--- config.mk ---
export PLATFORM = sky130hd
export DESIGN_NAME = code_mem_arbiter
export DESIGN_NICKNAME = d
export VERILOG_FILES = /design/src/rtl/code_mem_arbiter.sv
export SDC_FILE = /design/constraint.sdc
export NUM_CORES = 1
export LEC_CHECK = 0
export BUFFER_PORTS_ARGS = -buffer_cell sky130_fd_sc_hd__buf_2
export CAP_MARGIN = 20
export CORE_ASPECT_RATIO = 0.75
export CORE_MARGIN = 2
export CORE_UTILIZATION = 40
export CTS_CLUSTER_SIZE = 16
export DETAILED_ROUTE_END_ITERATION = 10
export GPL_ROUTABILITY_DRIVEN = 1
export PLACE_DENSITY = 0.8
export SYNTH_ARGS = -nofsm -noshare
export SYNTH_HDL_FRONTEND = slang
export SYNTH_SLANG_ARGS = --single-unit
--- constraint.sdc ---
create_clock -name i_clk -period 2.3 [get_ports i_clk]
set_input_delay 0.115 -clock i_clk [delete_from_list [all_inputs] [get_ports i_clk]]
set_output_delay 0.115 -clock i_clk [all_outputs]
set_load 0.02 [all_outputs]
--- src/rtl/code_mem_arbiter.sv ---
// rtl/code_mem_arbiter.sv - single-port code RAM arbiter: boot loader writes, then CPU/debug reads
//
// Ports:
//   i_clk, i_nrst              clock, asynchronous active-low reset
//   i_reload                   synchronous pulse returning the block to BOOT
//   i_ld_req/addr/data/last    loader write request (last = final image byte)
//   o_ld_gnt                   loader write accepted this cycle
//   i_cpu_req/addr, o_cpu_gnt  CPU read request and same-cycle grant
//   o_cpu_rvalid/rdata         CPU read response, one cycle after grant
//   i_dbg_req/addr, o_dbg_gnt  debug read request and same-cycle grant
//   o_dbg_rvalid/rdata         debug read response, one cycle after grant
//   o_mem_wr/addr/wdata        RAM macro command
//   i_mem_rdata                RAM read data, one cycle after address
//   o_run                      boot complete, CPU may execute
module code_mem_arbiter #(
  parameter int ADDR_W     = 9,
  parameter int DATA_W     = 8,
  parameter int MEM_DEPTH  = 512,
  parameter int STARVE_MAX = 4
) (
  input  logic              i_clk,
  input  logic              i_nrst,
  input  logic              i_reload,
  input  logic              i_ld_req,
  input  logic [ADDR_W-1:0] i_ld_addr,
  input  logic [DATA_W-1:0] i_ld_data,
  input  logic              i_ld_last,
  output logic              o_ld_gnt,
  input  logic              i_cpu_req,
  input  logic [ADDR_W-1:0] i_cpu_addr,
  output logic              o_cpu_gnt,
  output logic              o_cpu_rvalid,
  output logic [DATA_W-1:0] o_cpu_rdata,
  input  logic              i_dbg_req,
  input  logic [ADDR_W-1:0] i_dbg_addr,
  output logic              o_dbg_gnt,
  output logic              o_dbg_rvalid,
  output logic [DATA_W-1:0] o_dbg_rdata,
  output logic              o_mem_wr,
  output logic [ADDR_W-1:0] o_mem_addr,
  output logic [DATA_W-1:0] o_mem_wdata,
  input  logic [DATA_W-1:0] i_mem_rdata,
  output logic              o_run
);

  localparam int CNT_W = ADDR_W + 1;
  localparam int SW    = (STARVE_MAX < 1) ? 1 : $clog2(STARVE_MAX + 1);
  localparam logic [CNT_W-1:0] DEPTH_CNT  = CNT_W'(MEM_DEPTH);
  localparam logic [SW-1:0]    STARVE_LIM = SW'(STARVE_MAX);

  typedef enum logic { BOOT, RUN } state_t;
  typedef enum logic [1:0] { OWN_NONE, OWN_CPU, OWN_DBG } owner_t;

  state_t           state_q, state_d;
  owner_t           owner_q, owner_d;
  logic [CNT_W-1:0] wr_cnt_q, wr_cnt_d;
  logic [SW-1:0]    starve_q, starve_d;

  always_ff @(posedge i_clk or negedge i_nrst) begin
    if (!i_nrst) begin
      state_q  <= BOOT;
      owner_q  <= OWN_NONE;
      wr_cnt_q <= '0;
      starve_q <= '0;
    end else begin
      state_q  <= state_d;
      owner_q  <= owner_d;
      wr_cnt_q <= wr_cnt_d;
      starve_q <= starve_d;
    end
  end

  always_comb begin
    state_d     = state_q;
    owner_d     = OWN_NONE;
    wr_cnt_d    = wr_cnt_q;
    starve_d    = '0;
    o_ld_gnt    = 1'b0;
    o_cpu_gnt   = 1'b0;
    o_dbg_gnt   = 1'b0;
    o_mem_wr    = 1'b0;
    o_mem_addr  = '0;
    o_mem_wdata = '0;

    case (state_q)
      BOOT: begin
        if (i_ld_req) begin
          o_ld_gnt    = 1'b1;
          o_mem_wr    = 1'b1;
          o_mem_addr  = i_ld_addr;
          o_mem_wdata = i_ld_data;
          // Saturate rather than wrap so a reloaded image cannot alias back to 0.
          if (wr_cnt_q != DEPTH_CNT) wr_cnt_d = wr_cnt_q + CNT_W'(1);
          if (i_ld_last || (wr_cnt_q + CNT_W'(1) == DEPTH_CNT)) state_d = RUN;
        end
      end
      RUN: begin
        // Debug wins when the CPU is idle or when debug has been starved long enough.
        if (i_dbg_req && (!i_cpu_req || starve_q == STARVE_LIM)) begin
          o_dbg_gnt  = 1'b1;
          o_mem_addr = i_dbg_addr;
          owner_d    = OWN_DBG;
        end else if (i_cpu_req) begin
          o_cpu_gnt  = 1'b1;
          o_mem_addr = i_cpu_addr;
          owner_d    = OWN_CPU;
          // Debug lost a contested cycle; starve_q < STARVE_LIM here by construction.
          if (i_dbg_req) starve_d = starve_q + SW'(1);
        end
      end
      default: state_d = BOOT;
    endcase

    // Reload overrides any boot exit; a read granted this cycle still completes via owner_d.
    if (i_reload) begin
      state_d  = BOOT;
      wr_cnt_d = '0;
      starve_d = '0;
    end
  end

  assign o_run        = (state_q == RUN);
  assign o_cpu_rvalid = (owner_q == OWN_CPU);
  assign o_dbg_rvalid = (owner_q == OWN_DBG);
  assign o_cpu_rdata  = (owner_q == OWN_CPU) ? i_mem_rdata : '0;
  assign o_dbg_rdata  = (owner_q == OWN_DBG) ? i_mem_rdata : '0;

endmodule

==> impl_metrics.py <==
metrics = {
    "route": {
        "vias": 1336,
        "first_iter_violations": 61,
        "antenna_left": 0,
        "postRouteWirelength_um": 3250,
        "wl_per_cell_um": 12.1,
        "via_to_cell_ratio": 4.95,
        "drc_violations_left": 0,
        "drt_pre_antenna_iters": 5,
    },
    "timing": {
        "clock-skew-final_ns": 0.00240,
        "timing.max_slew.rel_slack_pct": 73.1,
        "maxSlewViolCount": 0,
        "setup-violations-final": 0,
        "rsz_0062_raised_after_global_routing": "false",
        "layout_min_cycle_time_ns": 1.93,
        "hold_violations": 0,
        "maxClockFrequency_mhz": 518,
        "tightest_slew_ns": 0.402,
        "finalSetupTns_ns": 0,
        "post-route-period-util_pct": 84.0,
        "timing.hold.ws_ns": 0.158,
    },
    "place": {
        "numPortBuffers": 89,
        "hpwl_um": 2630,
        "cell_area_after_placement_um2": 1690,
        "gpl.final_weighted_congestion": 0.871,
    },
    "final_layout": {
        "syn_to_final_growth_pct": 42.2,
        "postLayoutCellArea_um2": 1740,
        "num-nets-final": 288,
        "num_antenna_cells": 0,
        "layout_common_cells": "buf_2, and2_1, nor2_1, dfrtp_1, inv_1",
        "layout.core_utilization_pct": 59.2,
        "n_fill_cell": 275,
        "drive_gt1_share_pct": 42.2,
        "layout_commonest_cell": "buf_2",
    },
    "critical_path": {
        "timing.setup.critical_path_class": "flip-flop to primary output",
        "top_fanout_value_on_the_critical_path": 11,
        "arrival_ns": 1.82,
        "cp.required_ns": 2.18,
        "reg2reg_slack_ns": 0.45,
        "cp-start-kind": "flip-flop",
        "r2r_worst_path_depth": 7,
        "endpoint_kind": "primary output",
    },
    "cts": {
        "clk_transition_reported_paths_ns": 0.06,
        "cts_sinks": 16,
        "maximum_number_of_buffers_from_clock_root_to_sink": 2,
        "cts-buffers-inserted": 3,
        "clkLatencyLatePin_ns": 0.25,
        "root_buffer": "clkbuf_8",
        "number_of_hold_buffers_added_after_cts": 1,
        "cts_tree": "built",
        "cts_max_level": 1,
        "cts_resized": 0,
        "cts.repair_timing.setup_buffer_count": 0,
    },
    "synth": {
        "syn_inst": 146,
        "syn_area_per_cell_um2": 8.37,
        "yosys_top_cell_area_share_pct": 32.8,
        "synthesis.area_um2": 1220,
        "post_synthesis_sequential_area_ratio_pct": 32.8,
        "largest_cells_by_area_after_synthesis": "dfrtp_1, and2_1, a222oi_1",
        "synth-seq-cells": 16,
        "synth_top_flop_cell": "dfrtp_1",
        "number_of_synthesized_flops_with_an_enable_pin": 0,
        "synth-async-reset-ratio_pct": 100,
        "post_synth_net_total": 200,
        "synth.largest_area_cell": "dfrtp_1",
        "yosys.cell_types.count": 36,
        "synth-warning-count": 0,
    },
    "floorplanning": {
        "count_of_pins_on_the_block_boundary": 90,
        "die-height_um": 51.9,
        "dieArea_um2": 3520,
        "initial_core_util_pct": 41.6,
        "rows": 17,
        "fp.coreArea_um2": 2940,
        "chipWidth_um": 67.8,
    },
    "power_and_ir_drop": {
        "irDropWorstVdd_mv": 0.296,
        "power_density_cells_nw_per_um2": 398,
        "power_leakage_nw": 1.00,
    },
    "job": {
        "max-cap-violations": 0,
    },
    "min_path": {
        "hold_depth": 3,
        "min_path_type": "input pin to flip-flop",
    },
    "grt": {
        "grt_max_degree": 23,
        "antenna_violations_before_repair": 0,
        "grt_pass1_wl_um": 4680,
        "track_usage_pct": 17.5,
        "overflow": 0,
        "grt_pass1_vias": 1088,
    },
    "outcome": {
        "run_status": "complete, no violations",
    },
}
-- registers in the layout (all words and copies together) (netlist names) --
register	count
o_run	1
wr_cnt_q	10
owner_q	2
starve_q	3
-- metal layers --
| metal | track usage [%] | wire length [µm] | part of all wire (%) |
|---|---|---|---|
| met1 | 22.5 | 1390 | 43 |
| met2 | 30.2 | 1640 | 50 |
| met3 | 4.76 | 223 | 6.9 |
| met4 | 2.00 | 0 | 0 |
| met5 | 0 | 0 | 0 |
-- cell type report --
class	instances	area [µm²]	share of cell area, %
Clock buffer	3	41.3	2.38
Inverter	14	52.6	3.02
Multi-Input combinational cell	107	726	41.8
Sequential cell	16	400	23.0
Tap cell	38	47.5	2.74
Timing Repair Buffer	92	470	27.1
-- stage by stage --
step | instances | power, mW | worst slack (ns)
3_3_place_gp | 266 | 0.489 | 0.509
2_1_floorplan | 146 | 0.406 | 0.551
4_1_cts | 270 | 0.703 | 0.372
5_1_grt | 270 | 0.730 | 0.207
6_report | 270 | 0.693 | 0.369
3_5_place_dp | 266 | 0.493 | 0.442
-- worst max-delay path, stage by stage, from the launching register on --
cell and delay (ns):
dfrtp_1 0.37, inv_1 0.06, ha_1 0.19, nand2_1 0.07, nand2_1 0.07, and3_1 0.31, a222oi_1 0.27, inv_1 0.07
buf_2 0.16
-- power by group --
part	leakage [nW]	internal, mW	switching [mW]
logic	0.760	0.0850	0.108
clock network	0.0216	0.116	0.0888
registers	0.221	0.288	0.00741
total	1.00	0.489	0.204
-- Yosys cell counts (2+ instances only) --
master	instances
and2_1	24
dfrtp_1	16
nor2_1	16
inv_1	14
nand2_1	10
a222oi_1	9
xor2_1	8
clkbuf_1	6
ha_1	4
xnor2_1	4
a21oi_1	3
nand4_1	3
nor3_1	3
and3_1	2
nand3_1	2
nor2b_1	2
-- logic make-up after synthesis --
| kind of cell | share of synthesized area [%] |
|---|---|
| multiplexers | 0.819 |
| adder cells (fa/ha/maj) | 4.09 |
| flip-flops | 32.8 |
| buffers and inverters | 7.88 |
| AND/OR/NAND/NOR | 33.4 |
| XOR/XNOR | 8.60 |
| AO/OA/AOI/OAI | 12.5 |
-- worst paths after layout --
| kind | startpoint | end |
|---|---|---|
| min in group asynchronous | i_nrst | wr_cnt_q[5] |
| setup / recovery | starve_q[0] | o_mem_addr[6] |
| hold reg to reg | starve_q[0] | starve_q[0] |
| hold / removal | i_ld_req | o_run |
| max in group asynchronous | i_nrst | wr_cnt_q[9] |
| setup reg to reg | wr_cnt_q[0] | wr_cnt_q[5] |
Note: power is estimated with default switching activity, not from simulation.
